**src/rtl/clk_switch_ctrl_pkg.sv**
```systemverilog
// Shared types and defaults for the clock-switch sequencer.
// Optional lock wait is enabled by CLK_SWITCH_LOCK_CHECK_EN.
package crg_pkg;

  typedef enum logic [1:0] {
    IDLE,
    GATE_OFF,
    WAIT_LOCK,
    SETTLE
  } clk_sw_state_e;

  localparam int CLK_SW_GATE_CYC_DEF = 4;
  localparam int CLK_SW_SEL_CYC_DEF  = 4;

  function automatic int max2(int a, int b);
    return (a > b) ? a : b;
  endfunction

endpackage

```
**src/rtl/clk_switch_ctrl_if.sv**
```systemverilog
// Request/ready handshake plus mux/gate controls of the clock switch.
// Derives the select width from NUM_CLK.
interface clk_switch_ctrl_if #(
  parameter int NUM_CLK = 4
);
  localparam int SEL_W = $clog2(NUM_CLK);

  logic             req_valid_i;
  logic [SEL_W-1:0] req_sel_i;
  logic             req_ready_o;
  logic             en_i;
  logic [NUM_CLK-1:0] lock_i;
  logic [SEL_W-1:0] sel_o;
  logic             gate_en_o;
  logic             busy_o;
  logic             done_o;
  logic             err_o;

  modport master (
    output req_valid_i, req_sel_i, en_i, lock_i,
    input  req_ready_o, sel_o, gate_en_o,
    input  busy_o, done_o, err_o
  );

  modport slave (
    input  req_valid_i, req_sel_i, en_i, lock_i,
    output req_ready_o, sel_o, gate_en_o,
    output busy_o, done_o, err_o
  );

endinterface

```
**src/rtl/clk_switch_ctrl_down_cnt.sv**
```systemverilog
// Loadable down-counter with zero flag; load wins over decrement.
// Decrement saturates at zero.
module crg_down_cnt #(
  parameter int W = 3
) (
  input  logic         clk,
  input  logic         rst,
  input  logic         load,
  input  logic [W-1:0] load_val,
  input  logic         dec,
  output logic [W-1:0] cnt,
  output logic         zero
);

  always_ff @(posedge clk) begin
    if (rst)
      cnt <= '0;
    else if (load)
      cnt <= load_val;
    else if (dec && cnt != '0)
      cnt <= cnt - 1'b1;
  end

  assign zero = (cnt == '0);

endmodule

```
**src/rtl/clk_switch_ctrl.sv**
```systemverilog
// Glitch-safe clock mux sequencer: gate off, wait, select, wait, gate on.
// CLK_SWITCH_LOCK_CHECK_EN adds a PLL-lock wait before the select change.
module clk_switch_ctrl
  import crg_pkg::*;
#(
  parameter int NUM_CLK  = 4,
  parameter int GATE_CYC = CLK_SW_GATE_CYC_DEF,
  parameter int SEL_CYC  = CLK_SW_SEL_CYC_DEF,
  parameter int RST_SEL  = 0
) (
  input logic             clk_i,
  input logic             rst_i,
  clk_switch_ctrl_if.slave bus
);

  localparam int SEL_W = $clog2(NUM_CLK);
  localparam int CNT_W = $clog2(max2(GATE_CYC, SEL_CYC) + 1);
  localparam logic [SEL_W:0] NUM_L = (SEL_W+1)'(NUM_CLK);
  localparam logic [CNT_W-1:0] GATE_LD = CNT_W'(GATE_CYC - 1);
  localparam logic [CNT_W-1:0] SEL_LD  = CNT_W'(SEL_CYC - 1);

  clk_sw_state_e    state, state_n;
  logic [SEL_W-1:0] sel, sel_n;
  logic [SEL_W-1:0] tgt, tgt_n;
  logic             gate, gate_n;
  logic             done, done_n;
  logic             err, err_n;
  logic             load, dec, zero;
  logic [CNT_W-1:0] load_val;
  logic [CNT_W-1:0] cnt;
  logic             accept;

  crg_down_cnt #(.W(CNT_W)) u_cnt (
    .clk      (clk_i),
    .rst      (rst_i),
    .load     (load),
    .load_val (load_val),
    .dec      (dec),
    .cnt      (cnt),
    .zero     (zero)
  );

`ifndef CLK_SWITCH_LOCK_CHECK_EN
  logic unused_lock;
  assign unused_lock = ^bus.lock_i;
`endif

  assign bus.req_ready_o = (state == IDLE);
  assign bus.busy_o      = (state != IDLE);
  assign accept          = bus.req_valid_i && bus.req_ready_o;

  always_comb begin
    state_n  = state;
    sel_n    = sel;
    tgt_n    = tgt;
    gate_n   = gate;
    done_n   = 1'b0;
    err_n    = 1'b0;
    load     = 1'b0;
    load_val = '0;
    dec      = 1'b0;
    unique case (state)
      IDLE: begin
        if (accept) begin
          tgt_n = bus.req_sel_i;
          if ({1'b0, bus.req_sel_i} >= NUM_L) begin
            err_n = 1'b1;
          end else if (bus.req_sel_i == sel) begin
            done_n = 1'b1;
          end else begin
            state_n  = GATE_OFF;
            gate_n   = 1'b0;
            load     = 1'b1;
            load_val = GATE_LD;
          end
        end else begin
          gate_n = bus.en_i;
        end
      end
      GATE_OFF: begin
        if (zero) begin
`ifdef CLK_SWITCH_LOCK_CHECK_EN
          state_n  = WAIT_LOCK;
`else
          sel_n    = tgt;
          load     = 1'b1;
          load_val = SEL_LD;
          state_n  = SETTLE;
`endif
        end else begin
          dec = 1'b1;
        end
      end
`ifdef CLK_SWITCH_LOCK_CHECK_EN
      WAIT_LOCK: begin
        if (bus.lock_i[tgt]) begin
          sel_n    = tgt;
          load     = 1'b1;
          load_val = SEL_LD;
          state_n  = SETTLE;
        end
      end
`endif
      SETTLE: begin
        if (zero) begin
          gate_n  = bus.en_i;
          done_n  = 1'b1;
          state_n = IDLE;
        end else begin
          dec = 1'b1;
        end
      end
      default: state_n = IDLE;
    endcase
  end

  always_ff @(posedge clk_i) begin
    if (rst_i) begin
      state <= IDLE;
      sel   <= SEL_W'(RST_SEL);
      tgt   <= SEL_W'(RST_SEL);
      gate  <= 1'b0;
      done  <= 1'b0;
      err   <= 1'b0;
    end else begin
      state <= state_n;
      sel   <= sel_n;
      tgt   <= tgt_n;
      gate  <= gate_n;
      done  <= done_n;
      err   <= err_n;
    end
  end

  assign bus.sel_o     = sel;
  assign bus.gate_en_o = gate;
  assign bus.done_o    = done;
  assign bus.err_o     = err;

endmodule

```
**src/flat_wrapper.sv**
```systemverilog
// flat-port wrapper written by rule: the top's interface ports become plain ports
module clk_switch_ctrl_flat import crg_pkg::*;
#(
  parameter int NUM_CLK  = 4,
  parameter int GATE_CYC = CLK_SW_GATE_CYC_DEF,
  parameter int SEL_CYC  = CLK_SW_SEL_CYC_DEF,
  parameter int RST_SEL  = 0
)
  (clk_i, rst_i, bus_req_valid_i, bus_req_sel_i, bus_en_i, bus_lock_i, bus_req_ready_o, bus_sel_o, bus_gate_en_o, bus_busy_o, bus_done_o, bus_err_o);
  clk_switch_ctrl_if #(.NUM_CLK(NUM_CLK)) bus_i ();
  input logic clk_i;
  input logic rst_i;
  input wire logic [$bits(bus_i.req_valid_i)-1:0] bus_req_valid_i;
  input wire logic [$bits(bus_i.req_sel_i)-1:0] bus_req_sel_i;
  input wire logic [$bits(bus_i.en_i)-1:0] bus_en_i;
  input wire logic [$bits(bus_i.lock_i)-1:0] bus_lock_i;
  output wire logic [$bits(bus_i.req_ready_o)-1:0] bus_req_ready_o;
  output wire logic [$bits(bus_i.sel_o)-1:0] bus_sel_o;
  output wire logic [$bits(bus_i.gate_en_o)-1:0] bus_gate_en_o;
  output wire logic [$bits(bus_i.busy_o)-1:0] bus_busy_o;
  output wire logic [$bits(bus_i.done_o)-1:0] bus_done_o;
  output wire logic [$bits(bus_i.err_o)-1:0] bus_err_o;
  assign bus_i.req_valid_i = bus_req_valid_i;
  assign bus_i.req_sel_i = bus_req_sel_i;
  assign bus_i.en_i = bus_en_i;
  assign bus_i.lock_i = bus_lock_i;
  assign bus_req_ready_o = bus_i.req_ready_o;
  assign bus_sel_o = bus_i.sel_o;
  assign bus_gate_en_o = bus_i.gate_en_o;
  assign bus_busy_o = bus_i.busy_o;
  assign bus_done_o = bus_i.done_o;
  assign bus_err_o = bus_i.err_o;
  clk_switch_ctrl #(.NUM_CLK(NUM_CLK), .GATE_CYC(GATE_CYC), .SEL_CYC(SEL_CYC), .RST_SEL(RST_SEL)) u_core (.clk_i(clk_i), .rst_i(rst_i), .bus(bus_i));
endmodule
```
**config.mk**
```make
export PLATFORM = sky130hd
export DESIGN_NAME = clk_switch_ctrl_flat
export DESIGN_NICKNAME = d
export VERILOG_FILES = /design/src/rtl/clk_switch_ctrl_pkg.sv /design/src/rtl/clk_switch_ctrl_if.sv /design/src/rtl/clk_switch_ctrl_down_cnt.sv /design/src/rtl/clk_switch_ctrl.sv /design/src/flat_wrapper.sv
export SDC_FILE = /design/constraint.sdc
export NUM_CORES = 1
export LEC_CHECK = 0
export CORE_MARGIN = 1
export CORE_UTILIZATION = 49
export CTS_CLUSTER_DIAMETER = 30
export DETAILED_ROUTE_END_ITERATION = 12
export GPL_TIMING_DRIVEN = 0
export PLACE_DENSITY = 0.81
export SYNTH_ARGS = -nofsm -noshare
export SYNTH_HDL_FRONTEND = slang
export SYNTH_SLANG_ARGS = --single-unit
export TNS_END_PERCENT = 100
```
**constraint.sdc**
```tcl
create_clock -name clk_i -period 3.71 [get_ports clk_i]
set_input_delay 0.5565 -clock clk_i [delete_from_list [all_inputs] [get_ports clk_i]]
set_output_delay 0.5565 -clock clk_i [all_outputs]
set_load 0.02 [all_outputs]
```
# == Word level (Yosys, flattened, before mapping) ==
# Cells that the tools add are included.
# word_totals
latch_bits,0
ramBits,0
out_inout_bits,7
register_bits,11
romBits,0
mem_count,0
elab_cells,52
# op_classes
n_mul,0
shifts,0
addsub,1
magnitude_cmp,0
n_div,0
bitwise_logic,0
n_reduce_logical,13
muxes,24
eq_ne,8
# ops
op,n
$mux W2,6
$mux W1,10
$mux W3,3
$ne A2 B2 Y1 const B,4
$pmux W1 S2,3
$pmux W2 S3,1
$pmux W3 S2,1
$reduce_bool A2 Y1,3
$reduce_and A2 Y1,2
$reduce_and A4 Y1,1
$logic_not A3 Y1,1
$ne A3 B3 Y1 const B,1
$reduce_and A3 Y1,1
$reduce_bool A3 Y1,1
$sub A3 B1 Y3 const B,1
$eq A2 B1 Y1 const B,1
$eq A2 B2 Y1,1
$eq A2 B2 Y1 const B,1
$logic_and A1 B1 Y1,2
$logic_not A2 Y1,1
$reduce_or A2 Y1,1

# == Depth between registers and ports, before layout ==
# logic_depth
word_depth,6
ltp_mapped,6
depth_no_buf,6

# == Modules after synthesis ==
# Synthesis repeated with hierarchy kept, for this count alone.
# unflattened
cells_unflattened,75
hier_area_um2,624.3
# by_module_without_submodules
mod,area_per_inst_um2,cells_each,instances
clk_switch_ctrl,441.7,54,1
crg_down_cnt,182.7,21,1

# == Worst setup path after synthesis ==
# No wires, ideal clock.
# synth_path
kind,reg-to-reg
startpoint,reg u_core.state[0]
endpoint,reg u_core.gate (netlist: u_core.bus.gate_en_o)
path_slack_ns,2.153
arrival_time_ns,1.427
stages_incl_launch_ff,7
required_time_ns,3.580
cell_sequence,dfxtp_1 > inv_1 > ha_1 > and2_1 > a32oi_1 > mux2i_1 > nor2_1
# synth_between
elab_chain_cells,4
word_cells_on_any_way,9
cone_classes,eq/ne (3); mux (2); reduce/logical (4)
# synth_rtl
element,line_no,rtl
from (decl),clk_switch_ctrl.sv:22,"clk_sw_state_e state, state_n;"
from (signal assigned),clk_switch_ctrl.sv:126,state <= state_n;
$logic_not A2 Y1 (*),clk_switch_ctrl.sv:48,assign bus.req_ready_o = (state == IDLE);
named net bus_req_ready_o,flat_wrapper.sv:17,output wire logic [$bits(bus_i.req_ready_o)-1:0] bus_req_ready_o;
$logic_and A1 B1 Y1,clk_switch_ctrl.sv:50,assign accept = bus.req_valid_i && bus.req_ready_o;
$ne A3 B3 Y1 (no source line) / $mux W1 (equally long branches),--,
$reduce_and A3 Y1 (no source line) / $pmux W1 S2 (equally long branches),--,
to (signal assigned),clk_switch_ctrl.sv:129,gate <= gate_n;
to (decl),clk_switch_ctrl.sv:25,"logic gate, gate_n;"
# Mark *: on every way through the listed nets, which the timed path passes. The rest lies on a longest branch.
# A chain may end at the register's enable or synchronous reset.

# == Final worst setup path ==
# layout_path
startpoint,reg u_core.state[0]
endpoint,out bus_busy_o
# layout_between
elab_chain_cells,1
# layout_rtl
element,line_no,rtl
$reduce_bool A2 Y1,clk_switch_ctrl.sv:49,assign bus.busy_o = (state != IDLE);
to (decl),flat_wrapper.sv:20,output wire logic [$bits(bus_i.busy_o)-1:0] bus_busy_o;
# Every way passes these cells.

==> impl_metrics.json <==
{
  "status": "complete, no violations",
  "path_depth": 4,
  "nNetsFinal": 101,
  "grt_pass1_wl_um": 1850,
  "fin_crit_ns": 2.29,
  "hold_violations": 0,
  "crit_path_max_incr_delay_ns": 0.60,
  "report.final.slew_viol_count": 0,
  "syn_inst": 69,
  "path_common_cell": "inv_1",
  "regArea_um2": 220,
  "fill_cells": 97,
  "die_y_um": 38.2,
  "cp_slowest_cell": "clkdlybuf4s50_1",
  "cts_buffers": 3,
  "yosysUniqueCellTypes": 27,
  "maxCapViolCount": 0,
  "critPathTopFamily": "buffers and inverters",
  "worstPathCellList": "inv_1, ha_1, inv_1, clkdlybuf4s50_1",
  "synth_ff_type": "dfxtp_1",
  "cts_buffer_depth": 2,
  "cts.sinks": 11,
  "async_flop_share_pct": 0,
  "netlist.area_leader.share_pct": 34.4,
  "ctsRootBufferMaster": "clkbuf_4",
  "viasPerCell": 5.08,
  "pwr_density_cell_nw_per_um2": 724,
  "drt-pass1-iter-count": 4,
  "leakage_nw": 0.312,
  "synth_most_common_cell": "dfxtp_1",
  "syn_avg_cell_area_um2": 9.28,
  "n_antenna_cell": 0,
  "overflow": 0,
  "syn2layout_area_growth_pct": 24.0,
  "dieArea_um2": 1460,
  "arrival_ns": 1.73,
  "tns_ns": 0,
  "rsz0062_at_grt": "no",
  "hp-class": "reg2reg",
  "drive_above_1_share_pct": 15.5,
  "drc_errors": 0,
  "cts.reportedPaths.clkPinSlew_ns": 0.07,
  "post_cts_resized": 0,
  "vias": 498,
  "setup_viol": 0,
  "skew_ns": 0.00103,
  "htree_levels": 1,
  "core_um2": 1160,
  "wirelength_um": 1170,
  "maxSlewHeadroom_pct": 66.5,
  "yosysSeqAreaShare_pct": 34.4,
  "numPortBuffers": 11,
  "grt_max_degree": 11,
  "die_x_um": 38.2,
  "ant_nets": 0,
  "tightest_slew_ns": 0.502,
  "min_path_cells": 2,
  "irDropWorstVdd_mv": 0.445,
  "wl_per_cell_um": 12.0,
  "ctsHoldBuffers": 0,
  "io_pins": 17,
  "multi_input_area_um2": 390,
  "cts_tree": "done",
  "dp.final_hpwl_um": 863,
  "crit_fanout": 7,
  "synth.area.top_cells": "dfxtp_1, ha_1, xnor2_1",
  "synth_common_cells": "dfxtp_1, nand2_1, a21oi_1, ha_1, inv_1",
  "max_freq_ghz": 0.437,
  "finalCritPeriodShare_pct": 61.7,
  "start_util_pct": 55.4,
  "critPathBufInv": 3,
  "criticalPathCategory": "reg2out",
  "critical_path.endpoint_type": "output port",
  "gr-usage-all-layers_pct": 19.2,
  "synth_top_cell_by_area": "dfxtp_1",
  "synth_edf_count": 0,
  "synth_area_um2": 641,
  "grt_pass1_vias": 453,
  "cp-start-kind": "register",
  "fin_hold_ws_ns": 0.470,
  "drt_iter0_drc": 17,
  "post_cts_buffers": 0,
  "synth_nets": 85,
  "antenna_found_initial": 0,
  "clock_latency_ns": 0.27,
  "yosys_warnings": 0,
  "rr_worst_depth": 6,
  "critPathRequiredTime_ns": 3.15,
  "gp_congestion": 0.779,
  "ys_ff_latch": 11,
  "fin_util_pct": 68.7,
  "rows": 12
}
==> placed cells by master, fill, tap and decap left out, drive strengths merged, types with 2 or more instances in the layout <==
cell	instances
and2	2
inv	5
nor2	3
clkdlybuf4s50	11
xnor2	4
ha	6
mux2i	2
nand2b	3
nand3	2
dfxtp	11
clkbuf	5
nand2	9
a211oi	2
o21a	2
nor3b	2
a21oi	6
==> per-layer routing <==
layer | track usage, % | routed length (um) | vias to the layer above
li1 | - | - | 257
met1 | 24.6 | 564 | 226
met2 | 27.5 | 523 | 13
met3 | 8.72 | 69 | 2
met4 | 8.04 | 16 | 0
met5 | 0 | 0 | -
==> path summary, 6_finish.rpt <==
path | startpoint | endpoint | slack [ns]
hold reg to reg | u_core.tgt[0] | u_core.tgt[0] | 0.47
setup / recovery | u_core.state[0] | bus_busy_o | 1.42
hold / removal | u_core.tgt[0] | u_core.tgt[0] | 0.47
setup reg to reg | u_core.state[0] | u_core.bus.gate_en_o | 2.08
==> report_power, final <==
| group | switching [mW] | leakage, nW | internal, mW | total, mW |
|---|---|---|---|---|
| registers | 0.0203 | 0.0902 | 0.149 | 0.169 |
| clock network | 0.0410 | 0.0150 | 0.0416 | 0.0826 |
| logic | 0.165 | 0.207 | 0.159 | 0.324 |
==> layout make-up <==
cell class	instances	area share, %
Buffer	2	1.42
Clock buffer	4	3.31
Inverter	5	2.36
Multi-Input combinational cell	51	49.1
Sequential cell	11	27.7
Tap cell	14	2.20
Timing Repair Buffer	11	13.9
==> state kept, by name, indices dropped and copies added, names as in the netlist <==
register and count:
u_core.bus.gate_en_o 1, u_core.bus.sel_o 2, u_core.bus.done_o 1, u_core.tgt 2
u_core.u_cnt.cnt 3, u_core.state 2
==> worst reg2reg max path: stages, from the launching register on <==
cell and delay [ns]:
dfxtp_1 0.40, inv_1 0.09, ha_1 0.29, and2_1 0.23
a32oi_1 0.22, mux2i_1 0.22, nor2_1 0.05
==> cells by family after synthesis <==
family                   count (synthesis)  synth area share (%)
multiplexers                             3                  5.47
AND/OR/NAND/NOR                         24                  22.7
XOR/XNOR                                 4                  5.47
buffers and inverters                    7                  4.69
AO/OA/AOI/OAI                           13                  15.0
other                                    1                 0.585
adder cells (fa/ha/maj)                  6                  11.7
flip-flops                              11                  34.4
==> metrics by stage <==
| step | setup WS, ns | area [um^2] | power [mW] | instances |
|---|---|---|---|---|
| after global placement | 1.74 | 768 | 0.491 | 94 |
| after global routing | 1.36 | 795 | 0.616 | 98 |
| after detailed placement | 1.72 | 768 | 0.494 | 94 |
| after CTS | 1.42 | 795 | 0.580 | 98 |
| after floorplan | 2.15 | 641 | 0.415 | 69 |
| final | 1.42 | 795 | 0.575 | 98 |
No activity file was read; power rests on OpenSTA's default activity.
==> patch (same flow settings) <==
The package constant `CLK_SW_SEL_CYC_DEF` goes from 4 to 5.
--- a/src/rtl/clk_switch_ctrl_pkg.sv
+++ b/src/rtl/clk_switch_ctrl_pkg.sv
@@ -12,3 +12,3 @@
   localparam int CLK_SW_GATE_CYC_DEF = 4;
-  localparam int CLK_SW_SEL_CYC_DEF  = 4;
+  localparam int CLK_SW_SEL_CYC_DEF  = 5;
 
Function: changed (a bounded check fails within 10 cycles, from zero or initial values and one cycle with rst_i high).
==> patch against the original RTL <==
Sequential cell count unchanged; synthesized area down 2.3%; power down 5.6%; worst setup slack better by 0.037 ns; final area down 1.9%; clock power down 3.3%; combinational power down 9.0%; wire length up 4.4%; synthesized cell count up 4.3%; final cell count up 3.1%; critical path type unchanged; sequential power about the same.
==> patch: results (changes against the original RTL) <==
- Status: complete, no violations (unchanged)
- Mapped Nets: 87 (was 85)
- Worst R2R Path Depth: 5 (was 6)
- Multi-In Gates: 52 (was 51)
- Static leakage: 0.326 nW (was 0.312 nW)
- Non-clock inverter count: 6 (was 5)
- Met2 wire length: 538 um (was 523 um)
- First-pass GRT wire length: 2090 um (was 1850 um)
- Initial DRC count: 15 (was 17)
- Vias in the first global route: 468 (was 453)
- RD Place Congestion: 0.773 (was 0.779)
- Bufs w/o clock: 14 (was 13)
- Synth cell types: 31 (was 27)
- Worst Path Arrival: 1.69 ns (was 1.73 ns)
- Fillers: 96 (was 97)
- Metal3 WL: 37 um (was 69 um)
- Net Switching: 226 uW (about the same)
- Worst Skew: 0.00969 ns (was 0.00103 ns)
- Top cells by area, synth: dfxtp_1 (35%), ha_1 (10%), a21oi_1 (7.2%) (was dfxtp_1 (34%), ha_1 (12%), xnor2_1 (5.5%))
- Data buffer area share: 16.2% (was 15.3%)
- Drt total wl: 1230 um (was 1170 um)
- Post-layout net count: 103 (was 101)
- DP Worst Slack: 1.73 ns (was 1.72 ns)
- Worst vdd ir: 410 uV (was 445 uV)
- All-Layer GR Usage: 21.4% (was 19.2%)
- Multi-input gate area: 367 sq um (was 390 sq um)
- Most instantiated cells after synthesis: dfxtp_1 (11), a21oi_1 (9), nand2_1 (9) (was dfxtp_1 (11), nand2_1 (9), a21oi_1 (6), ha_1 (6), inv_1 (5))
- Clk root buf: clkbuf_4 (unchanged)
- Hold Path Sink: u_core.u_cnt.cnt[1]$_SDFFE_PP0P_ (was u_core.tgt[0]$_SDFFE_PP0P_)
- Min-delay src: u_core.u_cnt.cnt[1]$_SDFFE_PP0P_ (was u_core.tgt[0]$_SDFFE_PP0P_)
- Fmax: 444 MHz (was 437 MHz)
- M1 GR Usage: 30.4% (was 24.6%)
- Crit Reg-Reg Startpoint: u_core.state[1]$_SDFFE_PP0P_ (was u_core.state[0]$_SDFFE_PP0P_)
- Clk cell area share: 3.37% (was 3.31%)
- M1 WL: 628 um (was 564 um)
- Layout cell share with drive strength beyond 1: 16.1% (was 15.5%)
- CP Max Fanout: 8 (was 7)
- TritonRoute pass-1 iters: 4 (unchanged)
- WHS Path Cells: 2 (unchanged)
- M2 GR Usage: 29.3% (was 27.5%)
==> patch: cell families after synthesis <==
logic type                 share of synthesized area [%]
AOI/OAI and AO/OA                                   28.2
and+or+nand+nor                                     17.0
DFF                                                 35.2
buffers and inverters                               6.20
adders and majority gates                           10.0
xor gates and xnor gates                            2.80
other                                              0.599
==> patch: worst reg2reg max path, cell delays in order, from the launching register on <==
cell	delay, ns
dfxtp_1	0.31
inv_1	0.09
ha_1	0.34
nand2_2	0.15
or3_4	0.43
a41o_1	0.22
==> patch: power by group through the flow <==
stage	logic, mW	registers [mW]	clock network, mW
floorplan	0.210	0.172	0
global placement	0.288	0.169	0
detailed placement	0.291	0.171	0
CTS	0.294	0.168	0.0843
global route	0.330	0.172	0.0900
finish	0.295	0.169	0.0799
==> patch: through the flow <==
stage	instance area [sq um]	instances
6_report	779	101
5_1_grt	779	101
4_1_cts	779	101
3_5_place_dp	753	97
3_3_place_gp	753	97
2_1_floorplan	626	72
